`src/rtl/gate_plant_if.sv`:
```
// -----------------------------------------------------------------------------
// gate_plant_if
// Connection bundle between the gate controller (master) and the gate plant
// model (slave). Signal names are written from the plant's point of view:
//   abrir_i   open command from the controller
//   fechar_i  close command from the controller
//   obst_i    obstruction sensor (only used by the plant when
//             GATE_PLANT_OBST_EN is defined)
//   fca_o     open limit switch
//   fcc_o     closed limit switch
//   pos_o     current gate position (POS_W bits)
//   moving_o  motor running in either direction
//   fault_o   illegal simultaneous open/close seen
// -----------------------------------------------------------------------------
interface gate_plant_if #(
  parameter int POS_W = 4
);
  logic             abrir_i;
  logic             fechar_i;
  logic             obst_i;
  logic             fca_o;
  logic             fcc_o;
  logic [POS_W-1:0] pos_o;
  logic             moving_o;
  logic             fault_o;

  // Controller side: drives commands, reads switches and status.
  modport master (
    output abrir_i, fechar_i, obst_i,
    input  fca_o, fcc_o, pos_o, moving_o, fault_o
  );

  // Plant side: reads commands, drives switches and status.
  modport slave (
    input  abrir_i, fechar_i, obst_i,
    output fca_o, fcc_o, pos_o, moving_o, fault_o
  );
endinterface

```
`src/rtl/gate_plant.sv`:
```
// -----------------------------------------------------------------------------
// gate_plant
// Cycle-based behavioural model of a gate motor with its two limit switches.
// It takes the controller's open/close commands and produces the limit-switch
// and status signals the controller reads. Gate position is a counter between
// 0 (fully closed) and TRAVEL_CYCLES (fully open); dropping a command while
// moving engages the brake (FREIO) for DEAD_CYCLES cycles; open and close
// asserted together latch the FALHA state until both are released.
//
// Ports:
//   clk_i   clock
//   rst_ni  asynchronous active-low reset
//   bus     gate_plant_if.slave: abrir_i, fechar_i, obst_i in;
//           fca_o, fcc_o, pos_o, moving_o, fault_o out
//
// Configuration macro:
//   GATE_PLANT_OBST_EN  when defined, obst_i high while moving freezes the
//                       position for that edge (state and moving_o kept).
//                       When undefined obst_i is ignored.
//
// All outputs come straight from flops; there is no input-to-output
// combinational path.
// -----------------------------------------------------------------------------
module gate_plant #(
  parameter int TRAVEL_CYCLES = 8,
  parameter int POS_W         = 4,
  parameter int DEAD_CYCLES   = 2,
  parameter int RESET_POS     = 4
) (
  input logic         clk_i,
  input logic         rst_ni,
  gate_plant_if.slave bus
);

  localparam int DEAD_W = (DEAD_CYCLES < 2) ? 1 : $clog2(DEAD_CYCLES + 1);

  localparam logic [POS_W-1:0]  TRAVEL_POS = POS_W'(TRAVEL_CYCLES);
  localparam logic [POS_W-1:0]  RST_POS    = POS_W'(RESET_POS);
  localparam logic [POS_W-1:0]  POS_ZERO   = POS_W'(0);
  localparam logic [POS_W-1:0]  POS_ONE    = POS_W'(1);
  localparam logic [DEAD_W-1:0] DEAD_LOAD  = DEAD_W'(DEAD_CYCLES);
  localparam logic [DEAD_W-1:0] DEAD_ZERO  = DEAD_W'(0);
  localparam logic [DEAD_W-1:0] DEAD_ONE   = DEAD_W'(1);

  // Limit switches at reset follow the reset position.
  localparam logic RST_FCA = (RESET_POS == TRAVEL_CYCLES) ? 1'b1 : 1'b0;
  localparam logic RST_FCC = (RESET_POS == 0) ? 1'b1 : 1'b0;

  typedef enum logic [2:0] {
    PARADO   = 3'd0,
    ABRINDO  = 3'd1,
    FECHANDO = 3'd2,
    FREIO    = 3'd3,
    FALHA    = 3'd4
  } state_e;

  state_e            state_q, state_d;
  logic [POS_W-1:0]  pos_q,   pos_d;
  logic [DEAD_W-1:0] dead_q,  dead_d;
  logic              fca_q,   fca_d;
  logic              fcc_q,   fcc_d;
  logic              moving_q, moving_d;
  logic              fault_q, fault_d;
  logic              obst_s;

`ifdef GATE_PLANT_OBST_EN
  assign obst_s = bus.obst_i;
`else
  // Obstruction input deliberately not used in this build.
  logic unused_obst_s;
  assign unused_obst_s = bus.obst_i;
  assign obst_s        = 1'b0;
`endif

  // Next-state, position, brake counter and decoded status.
  always_comb begin
    state_d = state_q;
    pos_d   = pos_q;
    dead_d  = dead_q;

    if (bus.abrir_i && bus.fechar_i) begin
      // Both commands at once is illegal in every state; position frozen.
      state_d = FALHA;
    end else begin
      case (state_q)
        PARADO: begin
          // Commands pointing into a limit are ignored.
          if (bus.abrir_i && (pos_q < TRAVEL_POS)) begin
            state_d = ABRINDO;
          end else if (bus.fechar_i && (pos_q > POS_ZERO)) begin
            state_d = FECHANDO;
          end else begin
            state_d = PARADO;
          end
        end

        ABRINDO: begin
          if (!bus.abrir_i) begin
            state_d = FREIO;
            dead_d  = DEAD_LOAD;
          end else if (obst_s) begin
            state_d = ABRINDO;
          end else if (pos_q >= TRAVEL_POS) begin
            // Cannot be reached through legal transitions; keeps pos in range.
            state_d = PARADO;
          end else begin
            pos_d = pos_q + POS_ONE;
            // Open limit switch cuts the motor on the edge it is reached.
            if ((pos_q + POS_ONE) == TRAVEL_POS) begin
              state_d = PARADO;
            end else begin
              state_d = ABRINDO;
            end
          end
        end

        FECHANDO: begin
          if (!bus.fechar_i) begin
            state_d = FREIO;
            dead_d  = DEAD_LOAD;
          end else if (obst_s) begin
            state_d = FECHANDO;
          end else if (pos_q == POS_ZERO) begin
            // Cannot be reached through legal transitions; prevents wrap.
            state_d = PARADO;
          end else begin
            pos_d = pos_q - POS_ONE;
            if ((pos_q - POS_ONE) == POS_ZERO) begin
              state_d = PARADO;
            end else begin
              state_d = FECHANDO;
            end
          end
        end

        FREIO: begin
          // Leaving on the edge where the counter reads 1 gives exactly
          // DEAD_CYCLES cycles of braking.
          if (dead_q <= DEAD_ONE) begin
            state_d = PARADO;
            dead_d  = DEAD_ZERO;
          end else begin
            state_d = FREIO;
            dead_d  = dead_q - DEAD_ONE;
          end
        end

        FALHA: begin
          if (!bus.abrir_i && !bus.fechar_i) begin
            state_d = PARADO;
          end else begin
            state_d = FALHA;
          end
        end

        default: begin
          // Illegal encoding recovers to a safe stop.
          state_d = PARADO;
          dead_d  = DEAD_ZERO;
        end
      endcase
    end

    // Status flops are loaded from the next state/position so they line up
    // with state_q/pos_q on the same cycle.
    fca_d    = (pos_d == TRAVEL_POS);
    fcc_d    = (pos_d == POS_ZERO);
    moving_d = (state_d == ABRINDO) || (state_d == FECHANDO);
    fault_d  = (state_d == FALHA);
  end

  // State, position, brake counter and status registers.
  always_ff @(posedge clk_i or negedge rst_ni) begin
    if (!rst_ni) begin
      state_q  <= PARADO;
      pos_q    <= RST_POS;
      dead_q   <= DEAD_ZERO;
      fca_q    <= RST_FCA;
      fcc_q    <= RST_FCC;
      moving_q <= 1'b0;
      fault_q  <= 1'b0;
    end else begin
      state_q  <= state_d;
      pos_q    <= pos_d;
      dead_q   <= dead_d;
      fca_q    <= fca_d;
      fcc_q    <= fcc_d;
      moving_q <= moving_d;
      fault_q  <= fault_d;
    end
  end

  assign bus.pos_o    = pos_q;
  assign bus.fca_o    = fca_q;
  assign bus.fcc_o    = fcc_q;
  assign bus.moving_o = moving_q;
  assign bus.fault_o  = fault_q;

endmodule
```
`src/flat_wrapper.sv`:
```
// flat-port wrapper written by rule: the top's interface ports become plain ports
module gate_plant_flat 
#(
  parameter int TRAVEL_CYCLES = 8,
  parameter int POS_W         = 4,
  parameter int DEAD_CYCLES   = 2,
  parameter int RESET_POS     = 4
)
  (clk_i, rst_ni, bus_abrir_i, bus_fechar_i, bus_obst_i, bus_fca_o, bus_fcc_o, bus_pos_o, bus_moving_o, bus_fault_o);
  gate_plant_if #(.POS_W(POS_W)) bus_i ();
  input logic clk_i;
  input logic rst_ni;
  input wire logic [$bits(bus_i.abrir_i)-1:0] bus_abrir_i;
  input wire logic [$bits(bus_i.fechar_i)-1:0] bus_fechar_i;
  input wire logic [$bits(bus_i.obst_i)-1:0] bus_obst_i;
  output wire logic [$bits(bus_i.fca_o)-1:0] bus_fca_o;
  output wire logic [$bits(bus_i.fcc_o)-1:0] bus_fcc_o;
  output wire logic [$bits(bus_i.pos_o)-1:0] bus_pos_o;
  output wire logic [$bits(bus_i.moving_o)-1:0] bus_moving_o;
  output wire logic [$bits(bus_i.fault_o)-1:0] bus_fault_o;
  assign bus_i.abrir_i = bus_abrir_i;
  assign bus_i.fechar_i = bus_fechar_i;
  assign bus_i.obst_i = bus_obst_i;
  assign bus_fca_o = bus_i.fca_o;
  assign bus_fcc_o = bus_i.fcc_o;
  assign bus_pos_o = bus_i.pos_o;
  assign bus_moving_o = bus_i.moving_o;
  assign bus_fault_o = bus_i.fault_o;
  gate_plant #(.TRAVEL_CYCLES(TRAVEL_CYCLES), .POS_W(POS_W), .DEAD_CYCLES(DEAD_CYCLES), .RESET_POS(RESET_POS)) u_core (.clk_i(clk_i), .rst_ni(rst_ni), .bus(bus_i));
endmodule
```
`config.mk`:
```
export PLATFORM = sky130hd
export DESIGN_NAME = gate_plant_flat
export DESIGN_NICKNAME = d
export VERILOG_FILES = /design/src/rtl/gate_plant_if.sv /design/src/rtl/gate_plant.sv /design/src/flat_wrapper.sv
export SDC_FILE = /design/constraint.sdc
export NUM_CORES = 1
export LEC_CHECK = 0
export CAP_MARGIN = 20
export CORE_UTILIZATION = 51
export CTS_BUF_LIST = sky130_fd_sc_hd__clkbuf_4 sky130_fd_sc_hd__clkbuf_8
export DETAILED_ROUTE_END_ITERATION = 8
export PLACE_DENSITY = 0.77
export SYNTH_ARGS = -nofsm -noshare
export SYNTH_HDL_FRONTEND = slang
export SYNTH_SLANG_ARGS = --single-unit
```
`constraint.sdc`:
```
create_clock -name clk_i -period 1.8 [get_ports clk_i]
set_clock_uncertainty 0.15 [all_clocks]
set_input_delay 0.36 -clock clk_i [delete_from_list [all_inputs] [get_ports clk_i]]
set_output_delay 0.36 -clock clk_i [all_outputs]
set_load 0.005 [all_outputs]
```
==> key figures <==
Setup path
  – Critical R2R Launch: u_core.bus.pos_o[0]$_DFF_PN0_
  – CP Cell Sequence: buf_4, ha_1, o21ai_0, a21oi_1, o41ai_2, o21a_1
  – Startpoint types: flop
  – Crit-path leading delay family: compound AO/OA/AOI/OAI gates
  – Max stage delay on crit path: about 0.43 ns
  – Worst Setup SP: u_core.bus.pos_o[0]$_DFF_PN0_
  – Crit path buffers/inverters: 1
  – Critical Path Slowest Stage Cell: dfrtp_2
  – CP Data Required Time: about 1.9 ns
  – Kind of critical path: flop to flop
  – Max FO, Critical Path: 6
  – Worst EP arrival: between 2 and 2.5 ns
  – Crit. End Element: flop

Place
  – Place WS: -0.4846 ns
  – Post-DP Area: about 0.0014 mm2
  – Detailed Place HPWL: ~2200 um
  – Placed Cells: between 150 and 200
  – Final weighted congestion in routability-driven placement: approximately 0.91
  – Port Buffer Count: 11

Routing
  – Routed vias/inst: slightly below 7
  – Iter 0 DRT Violations: between 80 and 90
  – Total wire length: around 4000 um
  – DRT Pass-1 Iters: 4
  – DRC: 0
  – Via count: between 1k and 1.5k
  – Wire length per cell: approximately 22 um
  – Antenna Nets Post-Route: 0

STA
  – Tcrit/Tclk final: 113.3%
  – Final WS setup: -0.2394 ns
  – Minimum clock period: a little over 2 ns
  – RSZ-0062 raised after global routing: true
  – # setup viols final: 8
  – FMAX: 490.3 MHz
  – Slew @ Worst Pin: between 0.4 and 0.5 ns
  – Final Hold Viols: 0
  – Hold slack: around 0.22 ns
  – Relative slew slack: 66.75%
  – Max-slew violations: 0

Synthesis
  – Syn_area_per_cell: 8.979 um2
  – Register area share after synthesis: 33.68%
  – Ys async rst share: 100.0%
  – Main flop type after synthesis: dfrtp_1
  – Yosys reg bits: 13
  – Cell taking the most area after synthesis: dfrtp_1
  – Synth warnings: 0
  – Area contributors post-synth: dfrtp_1 (31%), ha_1 (3.9%), and4b_1 (3.1%)
  – Post-Syn Area: about 970 um2
  – Syn nets: ~120
  – Mapped Cells: approximately 110
  – Top-area cell type share of the netlist area: 30.97%
  – Synth cell types: 47
  – Number of synthesized flops with an enable pin: 0

Cells and area
  – Most frequent cells in the layout: buf_4 (36), nor2_1 (8), dfrtp_1 (8)
  – Commonest non-fill, non-tap cell in the layout: buf_4
  – Fin nets: 163
  – Core Util, Final: 84.95%
  – Fin area: 0.001483 mm2
  – Layout overhead on the synthesized area: 52.90%
  – Layout cells sized above 1: between 40 and 50%
  – Diodes inserted: 0
  – Layout Cells excl Fill: 179

Status
  – Failing checks: setup timing
  – Status: complete, but fails checks

Power and ir drop
  – Comb power frac: 67.6%
  – Pleak: about 0.65 nW
  – Sw Share: between 40% and 50%
  – Sequential Power Share: between 20% and 30%
  – Sw Pwr: between 0.0009 and 0.001 W
  – Max IR drop VDD: about 1100 uV
  – Power Density: approximately 1500 mW/mm2
  – Clk pwr share: roughly 8%
  – Pint: 0.001255 W

Floorplanning
  – Initial Util: around 56%
  – # rows: 15
  – Width of the die: roughly 46 um
  – Io pins: 13
  – Die height: approximately 46 um
  – DIE AREA: 0.002080 mm2
  – Core area: ~0.0017 mm2

Clock tree
  – # clock sinks: 13
  – Clock Tree Buf Depth: 2
  – Clk root buf: clkbuf_4
  – CTS Buf Count: 3
  – # hold bufs at CTS: 0
  – Clk_lat worst skew: between 0.2 and 0.3 ns
  – Register clock-pin slew on the reported worst setup and hold paths: approximately 0.08 ns
  – CTS tree: yes
  – H-tree depth: 1

GRT
  – Number of global-route vias before repair: between 1k and 1.5k
  – First-pass GRT wire length: about 5000 um
  – Initial antenna violation count: 0
  – Pin count of the biggest net entering global routing: 14
  – GRT Util Overall: about a third
  – GRT overflow: 0

Flow run
  – MaxCap Viol Count: 0

Min path
  – Worst Hold Class: input port to asynchronous set/reset pin
timing repair:
action	4_1_cts	5_1_grt
pin swaps	1	1
resized for setup	6	11
buffers inserted	6	1
endpoints found under the setup margin	8	9
logic make-up after synthesis:
logic type | count (synthesis) | share of synthesized area [%]
AND/OR/NAND/NOR | 41 | 26.58
AO/OA/AOI/OAI | 34 | 25.03
multiplexers | 1 | 1.032
buffers and inverters | 12 | 5.935
XOR/XNOR | 2 | 1.807
flip-flops | 13 | 33.68
adder cells (fa/ha/maj) | 5 | 5.936
flip-flops by register name, indices dropped and copies added, names as in the netlist:
signal	cells
u_core.bus.fca_o	1
u_core.bus.fault_o	1
u_core.dead_q	2
u_core.bus.moving_o	1
u_core.bus.pos_o	4
u_core.bus.fcc_o	1
u_core.state_q	3
final cells by class:
class                      count  area, um2
sequential                    13      331.6
inverter                       6      22.52
clock inverter                 1      5.005
clock buffer                   3      22.52
tap                           25      31.28
multi-input combinational     83      680.7
timing repair buffer          48      389.1
fill                         106      262.8
synth_stat cells, drive strengths merged, types with 4 or more instances:
library cell,n
a21oi,5
buf,6
dfrtp,12
inv,6
nand2b,4
nand3,4
nor2,8
nor3,5
nor3b,4
o21ai,8
final timing paths:
kind	depth (start not counted)	to	slack (ns)
setup reg to reg	6	u_core.bus.moving_o$_DFF_PN0_	-0.24
max in group asynchronous	2	u_core.bus.pos_o[2]$_DFF_PN1_	1.05
hold reg to reg	1	u_core.dead_q[1]$_DFFE_PN0P_	0.43
setup / recovery	6	u_core.bus.moving_o$_DFF_PN0_	-0.24
hold / removal	2	u_core.bus.fca_o$_DFF_PN0_	0.22
min in group clk_i	1	u_core.dead_q[1]$_DFFE_PN0P_	0.43
metal layers:
| layer | global-route usage [%] | wire length [um] |
|---|---|---|
| met5 | 0 | 0 |
| met4 | 12.73 | 248 |
| met3 | 1.984 | 356 |
| met2 | 54.00 | 1836 |
| met1 | 48.22 | 1539 |
power by group through the flow:
stage / Combinational, W / Sequential (W) / Clock, W
floorplan: 0.000645 / 0.000508 / 0
global placement: 0.00117 / 0.000516 / 0
detailed placement: 0.00122 / 0.000526 / 0
CTS: 0.00131 / 0.000507 / 0.000182
global route: 0.00155 / 0.000542 / 0.000197
finish: 0.00150 / 0.000539 / 0.000181
through the flow:
step / TNS, ns / total power (W)
2_1_floorplan: -0.02261 / 0.001153
3_3_place_gp: -2.164 / 0.001686
3_5_place_dp: -2.783 / 0.001743
4_1_cts: -0.2534 / 0.002000
5_1_grt: -1.027 / 0.002287
6_report: -0.9176 / 0.002221
Power figures use the tool's default switching activity.
